==> config.mk <==
export PLATFORM = sky130hd
export DESIGN_NAME = refresh_scheduler_flat
export DESIGN_NICKNAME = d
export VERILOG_FILES = /design/src/rtl/refresh_scheduler_if.sv /design/src/rtl/refresh_scheduler.sv /design/src/flat_wrapper.sv
export SDC_FILE = /design/constraint.sdc
export NUM_CORES = 1
export LEC_CHECK = 0
export ABC_AREA = 1
export BUFFER_PORTS_ARGS = -buffer_cell sky130_fd_sc_hd__buf_2
export CORE_MARGIN = 2
export CORE_UTILIZATION = 48
export DETAILED_ROUTE_END_ITERATION = 6
export PLACE_DENSITY = 0.76
export SYNTH_ARGS = -nofsm -noshare
export SYNTH_HDL_FRONTEND = slang
export SYNTH_SLANG_ARGS = --single-unit
==> constraint.sdc <==
create_clock -name CLK -period 1.7 [get_ports CLK]
set_clock_uncertainty 0.15 [all_clocks]
set_input_delay 0.17 -clock CLK [delete_from_list [all_inputs] [get_ports CLK]]
set_output_delay 0.17 -clock CLK [all_outputs]
set_load 0.02 [all_outputs]
==> src/rtl/refresh_scheduler_if.sv <==
// Command-bus arbitration and status signals between the refresh scheduler
// (slave) and the DRAM controller / refresh timer side (master).
interface refresh_scheduler_if #(
  parameter int PEND_W = 4
);
  // Handshake: RFSH_REQ rises only from idle and stays high, never withdrawn,
  // until RFSH_GNT is sampled high on a clock edge. The request drops on that
  // same edge and the scheduler owns the bus (RFSH_BUSY) until its burst ends.
  // RFSH_GNT is a level that is ignored whenever no request is outstanding.
  logic              REFRESH_STROBE;
  logic              CTRL_IDLE;
  logic              RFSH_GNT;
  logic              RFSH_REQ;
  logic              RFSH_URGENT;
  logic              RFSH_BUSY;
  logic              CMD_VALID;
  logic [1:0]        CMD;
  logic [PEND_W-1:0] PENDING;
  logic              OVERFLOW;
  logic [2:0]        fsm_state;

  modport master (
    output REFRESH_STROBE, CTRL_IDLE, RFSH_GNT,
    input  RFSH_REQ, RFSH_URGENT, RFSH_BUSY, CMD_VALID, CMD, PENDING, OVERFLOW,
    input  fsm_state
  );

  modport slave (
    input  REFRESH_STROBE, CTRL_IDLE, RFSH_GNT,
    output RFSH_REQ, RFSH_URGENT, RFSH_BUSY, CMD_VALID, CMD, PENDING, OVERFLOW,
    output fsm_state
  );
endinterface

==> src/rtl/refresh_scheduler.sv <==
// Turns refresh-timer strobe edges into a backlog of owed AUTO REFRESH commands
// and drains it as PRECHARGE ALL followed by tRFC-spaced AUTO REFRESH bursts.
module refresh_scheduler #(
  parameter int T_RP        = 3,
  parameter int T_RFC       = 8,
  parameter int PEND_W      = 4,
  parameter int MAX_PENDING = 8,
  parameter int URGENT_LVL  = 6
) (
  input  logic               CLK,
  input  logic               RST,
  refresh_scheduler_if.slave bus
);

  typedef enum logic [2:0] {
    IDLE     = 3'd0,
    REQ      = 3'd1,
    PRE      = 3'd2,
    WAIT_RP  = 3'd3,
    AR       = 3'd4,
    WAIT_RFC = 3'd5
  } state_t;

  localparam int CNT_MAX = (T_RP > T_RFC) ? T_RP : T_RFC;
  localparam int CNT_W   = $clog2(CNT_MAX + 1);
  // The first wait cycle is entered directly, so the counter holds the
  // number of wait cycles still to come after it.
  localparam int RP_LOAD_I  = (T_RP  > 1) ? T_RP  - 2 : 0;
  localparam int RFC_LOAD_I = (T_RFC > 1) ? T_RFC - 2 : 0;
  localparam logic [CNT_W-1:0]  RP_LOAD  = RP_LOAD_I[CNT_W-1:0];
  localparam logic [CNT_W-1:0]  RFC_LOAD = RFC_LOAD_I[CNT_W-1:0];
  localparam logic [PEND_W-1:0] MAX_P    = MAX_PENDING[PEND_W-1:0];
  localparam logic [PEND_W-1:0] URG_P    = URGENT_LVL[PEND_W-1:0];

  state_t            state, state_nxt;
  logic [CNT_W-1:0]  cnt, cnt_nxt;
  logic [PEND_W-1:0] pending_q, pending_nxt;
  logic              ovf_q, ovf_nxt;
  logic              strobe_prev;
  logic              rise;
  logic              dec;
  logic              req_q, urgent_q, busy_q, valid_q;
  logic [1:0]        cmd_q;

  // Backlog bookkeeping; an AR leaving the AR state cancels a coincident edge.
  always_comb begin
    rise        = bus.REFRESH_STROBE & ~strobe_prev;
    dec         = (state == AR);
    pending_nxt = pending_q;
    ovf_nxt     = ovf_q;
    if (rise && !dec) begin
      if (pending_q == MAX_P) ovf_nxt = 1'b1;
      else                    pending_nxt = pending_q + 1'b1;
    end else if (!rise && dec) begin
      pending_nxt = pending_q - 1'b1;
    end
  end

  always_comb begin
    state_nxt = state;
    cnt_nxt   = cnt;
    case (state)
      IDLE:
        if (pending_q != '0 && (bus.CTRL_IDLE || urgent_q)) state_nxt = REQ;
      REQ:
        if (bus.RFSH_GNT) state_nxt = PRE;
      PRE:
        if (T_RP == 1) state_nxt = AR;
        else begin
          state_nxt = WAIT_RP;
          cnt_nxt   = RP_LOAD;
        end
      WAIT_RP:
        if (cnt == '0) state_nxt = AR;
        else           cnt_nxt   = cnt - 1'b1;
      AR:
        if (T_RFC == 1) state_nxt = (pending_nxt != '0) ? AR : IDLE;
        else begin
          state_nxt = WAIT_RFC;
          cnt_nxt   = RFC_LOAD;
        end
      WAIT_RFC:
        // Edges that arrived during the burst keep it going without a new PRE.
        if (cnt == '0) state_nxt = (pending_nxt != '0) ? AR : IDLE;
        else           cnt_nxt   = cnt - 1'b1;
      default:
        state_nxt = IDLE;
    endcase
  end

  always_ff @(posedge CLK) begin
    if (!RST) begin
      state       <= IDLE;
      cnt         <= '0;
      pending_q   <= '0;
      ovf_q       <= 1'b0;
      strobe_prev <= 1'b1;
      req_q       <= 1'b0;
      urgent_q    <= 1'b0;
      busy_q      <= 1'b0;
      valid_q     <= 1'b0;
      cmd_q       <= 2'b00;
    end else begin
      state       <= state_nxt;
      cnt         <= cnt_nxt;
      pending_q   <= pending_nxt;
      ovf_q       <= ovf_nxt;
      strobe_prev <= bus.REFRESH_STROBE;
      req_q       <= (state_nxt == REQ);
      urgent_q    <= (pending_nxt >= URG_P);
      busy_q      <= (state_nxt == PRE) || (state_nxt == WAIT_RP) ||
                     (state_nxt == AR)  || (state_nxt == WAIT_RFC);
      valid_q     <= (state_nxt == PRE) || (state_nxt == AR);
      cmd_q       <= (state_nxt == PRE) ? 2'b01 :
                     (state_nxt == AR)  ? 2'b10 : 2'b00;
    end
  end

  assign bus.RFSH_REQ    = req_q;
  assign bus.RFSH_URGENT = urgent_q;
  assign bus.RFSH_BUSY   = busy_q;
  assign bus.CMD_VALID   = valid_q;
  assign bus.CMD         = cmd_q;
  assign bus.PENDING     = pending_q;
  assign bus.OVERFLOW    = ovf_q;
  assign bus.fsm_state   = state;

endmodule

==> src/flat_wrapper.sv <==
// flat-port wrapper written by rule: the top's interface ports become plain ports
module refresh_scheduler_flat 
#(
  parameter int T_RP        = 3,
  parameter int T_RFC       = 8,
  parameter int PEND_W      = 4,
  parameter int MAX_PENDING = 8,
  parameter int URGENT_LVL  = 6
)
  (CLK, RST, bus_REFRESH_STROBE, bus_CTRL_IDLE, bus_RFSH_GNT, bus_RFSH_REQ, bus_RFSH_URGENT, bus_RFSH_BUSY, bus_CMD_VALID, bus_CMD, bus_PENDING, bus_OVERFLOW, bus_fsm_state);
  refresh_scheduler_if #(.PEND_W(PEND_W)) bus_i ();
  input  logic CLK;
  input  logic RST;
  input wire logic [$bits(bus_i.REFRESH_STROBE)-1:0] bus_REFRESH_STROBE;
  input wire logic [$bits(bus_i.CTRL_IDLE)-1:0] bus_CTRL_IDLE;
  input wire logic [$bits(bus_i.RFSH_GNT)-1:0] bus_RFSH_GNT;
  output wire logic [$bits(bus_i.RFSH_REQ)-1:0] bus_RFSH_REQ;
  output wire logic [$bits(bus_i.RFSH_URGENT)-1:0] bus_RFSH_URGENT;
  output wire logic [$bits(bus_i.RFSH_BUSY)-1:0] bus_RFSH_BUSY;
  output wire logic [$bits(bus_i.CMD_VALID)-1:0] bus_CMD_VALID;
  output wire logic [$bits(bus_i.CMD)-1:0] bus_CMD;
  output wire logic [$bits(bus_i.PENDING)-1:0] bus_PENDING;
  output wire logic [$bits(bus_i.OVERFLOW)-1:0] bus_OVERFLOW;
  output wire logic [$bits(bus_i.fsm_state)-1:0] bus_fsm_state;
  assign bus_i.REFRESH_STROBE = bus_REFRESH_STROBE;
  assign bus_i.CTRL_IDLE = bus_CTRL_IDLE;
  assign bus_i.RFSH_GNT = bus_RFSH_GNT;
  assign bus_RFSH_REQ = bus_i.RFSH_REQ;
  assign bus_RFSH_URGENT = bus_i.RFSH_URGENT;
  assign bus_RFSH_BUSY = bus_i.RFSH_BUSY;
  assign bus_CMD_VALID = bus_i.CMD_VALID;
  assign bus_CMD = bus_i.CMD;
  assign bus_PENDING = bus_i.PENDING;
  assign bus_OVERFLOW = bus_i.OVERFLOW;
  assign bus_fsm_state = bus_i.fsm_state;
  refresh_scheduler #(.T_RP(T_RP), .T_RFC(T_RFC), .PEND_W(PEND_W), .MAX_PENDING(MAX_PENDING), .URGENT_LVL(URGENT_LVL)) u_core (.CLK(CLK), .RST(RST), .bus(bus_i));
endmodule
* Word level (Yosys, flattened, before mapping) *
Cells that the tools add are included.

word-level totals
  output and inout port bits = 14
  flip-flop bits (word level) = 19

cells by class
  magnitude comparators = 1
  add/subtract/negate cells = 3
  multiplexer cells = 13
  reductions and logical operators = 19
  equal/unequal tests = 12
  bitwise gates (word level) = 3

operator list
  cell                 count
  $pmux 3 s6           1
  $mux 4               4
  $mux 3               5
  $eq 3x2->1 const B   4
  $eq 3x3->1 const B   4
  $pmux 4 s3           1
  $reduce_bool 4->1    2
  $sub 4x1->4 const B  2
  $eq 3x1->1 const B   2
  $logic_or 1x1->1     5
  $add 4x1->4 const B  1
  $eq 4x4->1 const B   1
  $ge 4x3->1 const B   1
  $logic_not 4->1      1
  $reduce_and 2->1     2
  $reduce_or 2->1      2
  $logic_and 1x1->1    3
  $logic_not 3->1      1
  $reduce_bool 3->1    1
  $logic_not 1->1      2
  $mux 2               1
  $ne 2x2->1 const B   1
  $not 1->1            2
  $and 1x1->1          1
  $mux 1               1

* Logic depth before layout (Yosys ltp) *
  depth in word-level cells = 14
  depth in mapped cells = 14
  mapped depth without buffers = 14

* Worst setup path before layout *
No wires, ideal clock.

  path type = register to register
  from = register u_core.pending_q[0], in the netlist u_core.bus.PENDING[0]
  to = register u_core.valid_q, in the netlist u_core.bus.CMD_VALID
  cell stages (with the launch flop) = 15
  required time = 1.441 ns
  path slack = -0.143 ns
  path buffers = 0
  arrival time = 1.584 ns
  cell sequence = dfxtp_1 -> inv_1 -> ha_1 -> nand3_1 -> inv_1 -> nor2_2 -> nand2_1 -> nand2_1 -> nor2_1 -> nor2_2 -> nand2_1 -> nand2_2 -> nand3_2 -> nand2_1 -> inv_1

between the ends
  longest elaborated chain between the ends = 9

ends and longest elaborated chain
  item                                       RTL line                                          RTL
  from (decl)                                refresh_scheduler.sv:37                           logic [PEND_W-1:0] pending_q, pending_nxt;
  from (signal assigned)                     refresh_scheduler.sv:106                          pending_q <= pending_nxt;
  $sub 4x1->4, or another cell as far along  refresh_scheduler.sv:55                           pending_nxt = pending_q - 1'b1;
  $mux 4, on equally long branches           refresh_scheduler.sv:54, refresh_scheduler.sv:52
  $mux 4                                     refresh_scheduler.sv:51                           if (rise && !dec) begin
  $reduce_bool 4->1                          refresh_scheduler.sv:84                           if (cnt == '0) state_nxt = (pending_nxt != '0) ? AR : IDLE;
  $mux 3 (2 in a row)                        refresh_scheduler.sv:84
  $pmux 3 s6 (*)                             refresh_scheduler.sv:62                           case (state)
  $eq 3x2->1 or $eq 3x3->1 (tied branches)   refresh_scheduler.sv:113                          valid_q <= (state_nxt == PRE) || (state_nxt == AR);
  $logic_or 1x1->1 (*)                       refresh_scheduler.sv:113
  to (signal assigned)                       refresh_scheduler.sv:113
  to (decl)                                  refresh_scheduler.sv:42                           logic req_q, urgent_q, busy_q, valid_q;

Mark *: on every way between the ends. The rest lies on a longest branch, timed or not.
A chain may end at the register's enable or synchronous reset.

* Worst setup path in the final report *
  from = register u_core.state[0], in the netlist u_core.bus.fsm_state[0]
  to = register u_core.busy_q, in the netlist u_core.bus.RFSH_BUSY

between the ends
  longest elaborated chain between the ends = 12

ends and longest elaborated chain
  item                                                  RTL line                                          RTL
  from (decl)                                           refresh_scheduler.sv:35                           state_t state, state_nxt;
  from (signal assigned)                                refresh_scheduler.sv:104                          state <= state_nxt;
  $eq 3x3->1                                            refresh_scheduler.sv:48, refresh_scheduler.sv:62
  $logic_and 1x1->1 or $logic_not 1->1 (tied branches)  refresh_scheduler.sv:54, refresh_scheduler.sv:51
  $mux 4 or $logic_and 1x1->1 (tied branches)           refresh_scheduler.sv:54, refresh_scheduler.sv:51
  $mux 4                                                refresh_scheduler.sv:51
  $reduce_bool 4->1                                     refresh_scheduler.sv:84
  $mux 3 (2 in a row)                                   refresh_scheduler.sv:84
  $pmux 3 s6 (*)                                        refresh_scheduler.sv:62
  $eq 3x2->1                                            refresh_scheduler.sv:111                          busy_q <= (state_nxt == PRE) || (state_nxt == WAIT_RP) ||
  $logic_or 1x1->1 (2 in a row)                         refresh_scheduler.sv:111
  $logic_or 1x1->1 (*)                                  refresh_scheduler.sv:112                          (state_nxt == AR) || (state_nxt == WAIT_RFC);
  to (signal assigned)                                  refresh_scheduler.sv:111
  to (decl)                                             refresh_scheduler.sv:42

Marks and branches as above.

==> flow_summary_export.csv <==
group,metric,value,unit
setup_path,reg2regPathDepth,12,
setup_path,r2r_slack,-0.006,ns
place,dp_slack,-0.0636,ns
hold_path,worstHoldStart,"bus_REFRESH_STROBE",
place,gp_congestion,0.848,
pwr,p_leak,0.703,nW
setup_path,r2r_start,"u_core.bus.fsm_state[0]",
route,wl,2760,µm
die,dieArea,0.00259,mm²
global_routing,grt_max_degree,14,
clock_tree,cts_root_buffer,"clkbuf_4",
hold_path,min_to,"u_core.bus.OVERFLOW",
setup_path,timing.rr.end,"u_core.bus.RFSH_BUSY",
sta,min_period,1.71,ns
pwr,power_density,892,mW/mm²
setup_path,slowest_delay,0.39,ns
die,initial_core_util,0.523,
finish,utilization,0.719,
finish,fillerInstances,166,
sta,worstMarginPinSlew,0.460,ns
hold_path,min_path_type,"primary input to flip-flop",
die,boundaryPins,19,
clock_tree,clkSlewWorstSetupHoldPaths,0.13,ns
clock_tree,cts.sinks,19,
route,via_per_inst,5.31,
finish,final_nets,195,
logic_synthesis,synth_top_area_frac,0.360,
sta,hold_viol,0,
global_routing,overflow,0,
clock_tree,numCtsBuffers,3,
sta,finalCritPeriodShare,1.00,
sta,slew_viol_final,0,
place,hpwl,1750,µm
logic_synthesis,ys_types,24,
route,drt_iter0_drc,38,
setup_path,end_kind,"flip-flop",
logic_synthesis,synthesis.nets,157,
sta,fmax,586,MHz
finish,antenna_cells,0,
global_routing,antenna_found_initial,0,
route,wl_met2,1440,µm
die,std_cell_rows,16,
logic_synthesis,yosys_warnings,0,
logic_synthesis,ys_ff_latch,19,
finish,finalInstanceArea,0.00145,mm²
global_routing,track_usage,0.202,
clock_tree,cts_tree,"done",
finish,regArea,400,µm²
die,die_w,50.9,µm
route,ant_nets,0,
finish,multi_input_area,663,µm²
global_routing,grt_pass1_vias,977,
setup_path,crit_chain,"nor2_4 > nand2_4 > nor2_4 > nand2_2 > nand2_2 > nand3_2 > nor2_1 > nand2_1 > nand2_2 > nand3_2 > nand2_1 > inv_1",
route,wl_met3,136,µm
setup_path,critPathBufInv,1,
setup_path,critPathKind,"flip-flop to flip-flop",
setup_path,cp.arrival,1.79,ns
clock_tree,clockBufferDepth,2,
logic_synthesis,synth_area,0.00106,mm²
status,status,"finished, violations left",
clock_tree,clkLatencyLatePin,0.32,ns
route,top_layer,"met4",
setup_path,critPathSlowestCell,"dfxtp_4",
sta,relSlewSlack,0.693,
route,drc,0,
route,met1_length,1130,µm
setup_path,critPathMaxFanout,5,
die,fp.dieH,50.9,µm
setup_path,startpoint_type,"flip-flop",
logic_synthesis,yosysSeqAreaShare,0.360,
logic_synthesis,yosysTopAreaCell,"dfxtp_1",
place,port_buffers,18,
route,vias,1121,
status,failed_checks,"negative setup slack",
finish,final_cell_mix,"nand2_1, buf_2, inv_1, buf_4",
hold_path,hold_depth,5,
setup_path,crit_top_cell,"nand2_2",
setup_path,path_delay_family,"simple AND/OR/NAND/NOR gates",
sta,setup_violations,1,
global_routing,grt_pass1_wl,3960,µm
logic_synthesis,netlist_top_cells_area,"dfxtp_1, nand2_1, inv_1",
clock_tree,h-tree-depth,1,
sta,fin_setup_tns,-0.00650,ns
setup_path,crit_required,1.78,ns
finish,mostFrequentLayoutCell,"nand2_1",
finish,drive_above_1_share,0.429,
route,dr.pass1.iters,4,
pwr,ir_drop,796,µV
sta,grt_setup_unrepaired,"yes",
logic_synthesis,synth_cells,147,
place,dpl_cell_area,0.00122,mm²
route,routedWlPerCell,13.1,µm
logic_synthesis,avgSynthCellArea,7.19,µm²
die,coreArea,0.00202,mm²
sta,fin_ws,-0.00650,ns
finish,area_growth,37.5,%
flow_run,cap_violations,0,
[metrics by stage]
step	hold slack (ns)	cells	power [mW]
after floorplan	0.0891	147	0.825
after global placement	0.242	196	0.930
after detailed placement	0.244	196	0.938
after CTS	0.232	205	1.20
after global routing	0.247	211	1.38
final	0.210	211	1.30
[sequential cells by signal, summed over array words and instances, names as in the netlist]
register                cells
u_core.bus.PENDING          4
u_core.cnt                  4
u_core.bus.fsm_state        3
u_core.bus.CMD              2
u_core.bus.CMD_VALID        1
u_core.bus.OVERFLOW         1
u_core.bus.RFSH_BUSY        1
u_core.bus.RFSH_REQ         1
u_core.bus.RFSH_URGENT      1
u_core.strobe_prev          1
[routing by layer]
layer  vias up  global-route usage
met3         9              0.0673
li1        546                   -
met5         -                   0
met2        34               0.361
met4         0              0.0586
met1       532               0.226
[cell type report]
class	count	share of cell area
multi-input cells	102	0.456
flip-flops and latches	19	0.275
repair buffers	35	0.159
inverters	24	0.0654
well taps	27	0.0232
clock buffers	3	0.0155
clock inverters	1	0.00516
[synth_stat cells, drive strengths merged]
cell type  instances
a211oi             1
a21oi              8
a221oi             2
a22oi              1
a31oi              2
buf                1
clkbuf             1
dfxtp             19
ha                 5
inv               24
nand2             38
nand3             13
nand4              2
nor2              19
nor3               3
o21ai              6
o221ai             1
xor2               1
[power by group]
part           internal [mW]  switching [mW]
sequential             0.495          0.0494
combinational          0.208           0.293
clock                 0.0899           0.161
total                  0.793           0.503
[timing repair]
action | in CTS | in global routing
gates resized for setup | 7 | 32
endpoints found under the setup margin | 2 | 8
endpoints found under the hold margin | 6 | 0
cloned | 0 | 0
buffers inserted | 1 | 6
pin swaps | 2 | 17
hold buffers | 4 | 0
[worst register-to-register path, delay by kind of cell (launching register included)]
| family | cells | cell delay (ns) |
|---|---|---|
| buf+inv | 1 | 0.04 |
| simple gates | 11 | 1.05 |
| flops | 1 | 0.39 |
[worst max path at each step]
stage,startpoint,endpoint,slack [ns],depth (start not counted)
2_1_floorplan,u_core.bus.PENDING[1],u_core.bus.CMD_VALID,0.01,14
3_3_place_gp,u_core.bus.PENDING[0],u_core.bus.RFSH_BUSY,0.02,14
3_5_place_dp,u_core.bus.PENDING[0],u_core.bus.RFSH_BUSY,-0.06,14
4_1_cts,u_core.bus.PENDING[0],u_core.bus.RFSH_BUSY,0.01,11
5_1_grt,u_core.bus.PENDING[1],u_core.bus.RFSH_BUSY,-0.09,13
6_report,u_core.bus.fsm_state[0],u_core.bus.RFSH_BUSY,-0.006,12
[cells by family after synthesis]
group                    count (synthesis)  synth area share
AO/OA/AOI/OAI                           21             0.117
AND/OR/NAND/NOR                         75             0.356
XOR/XNOR                                 1           0.00829
flip-flops                              19             0.360
adder cells (fa/ha/maj)                  5            0.0592
buffers and inverters                   26            0.0994
Power figures use the tool's default switching activity.
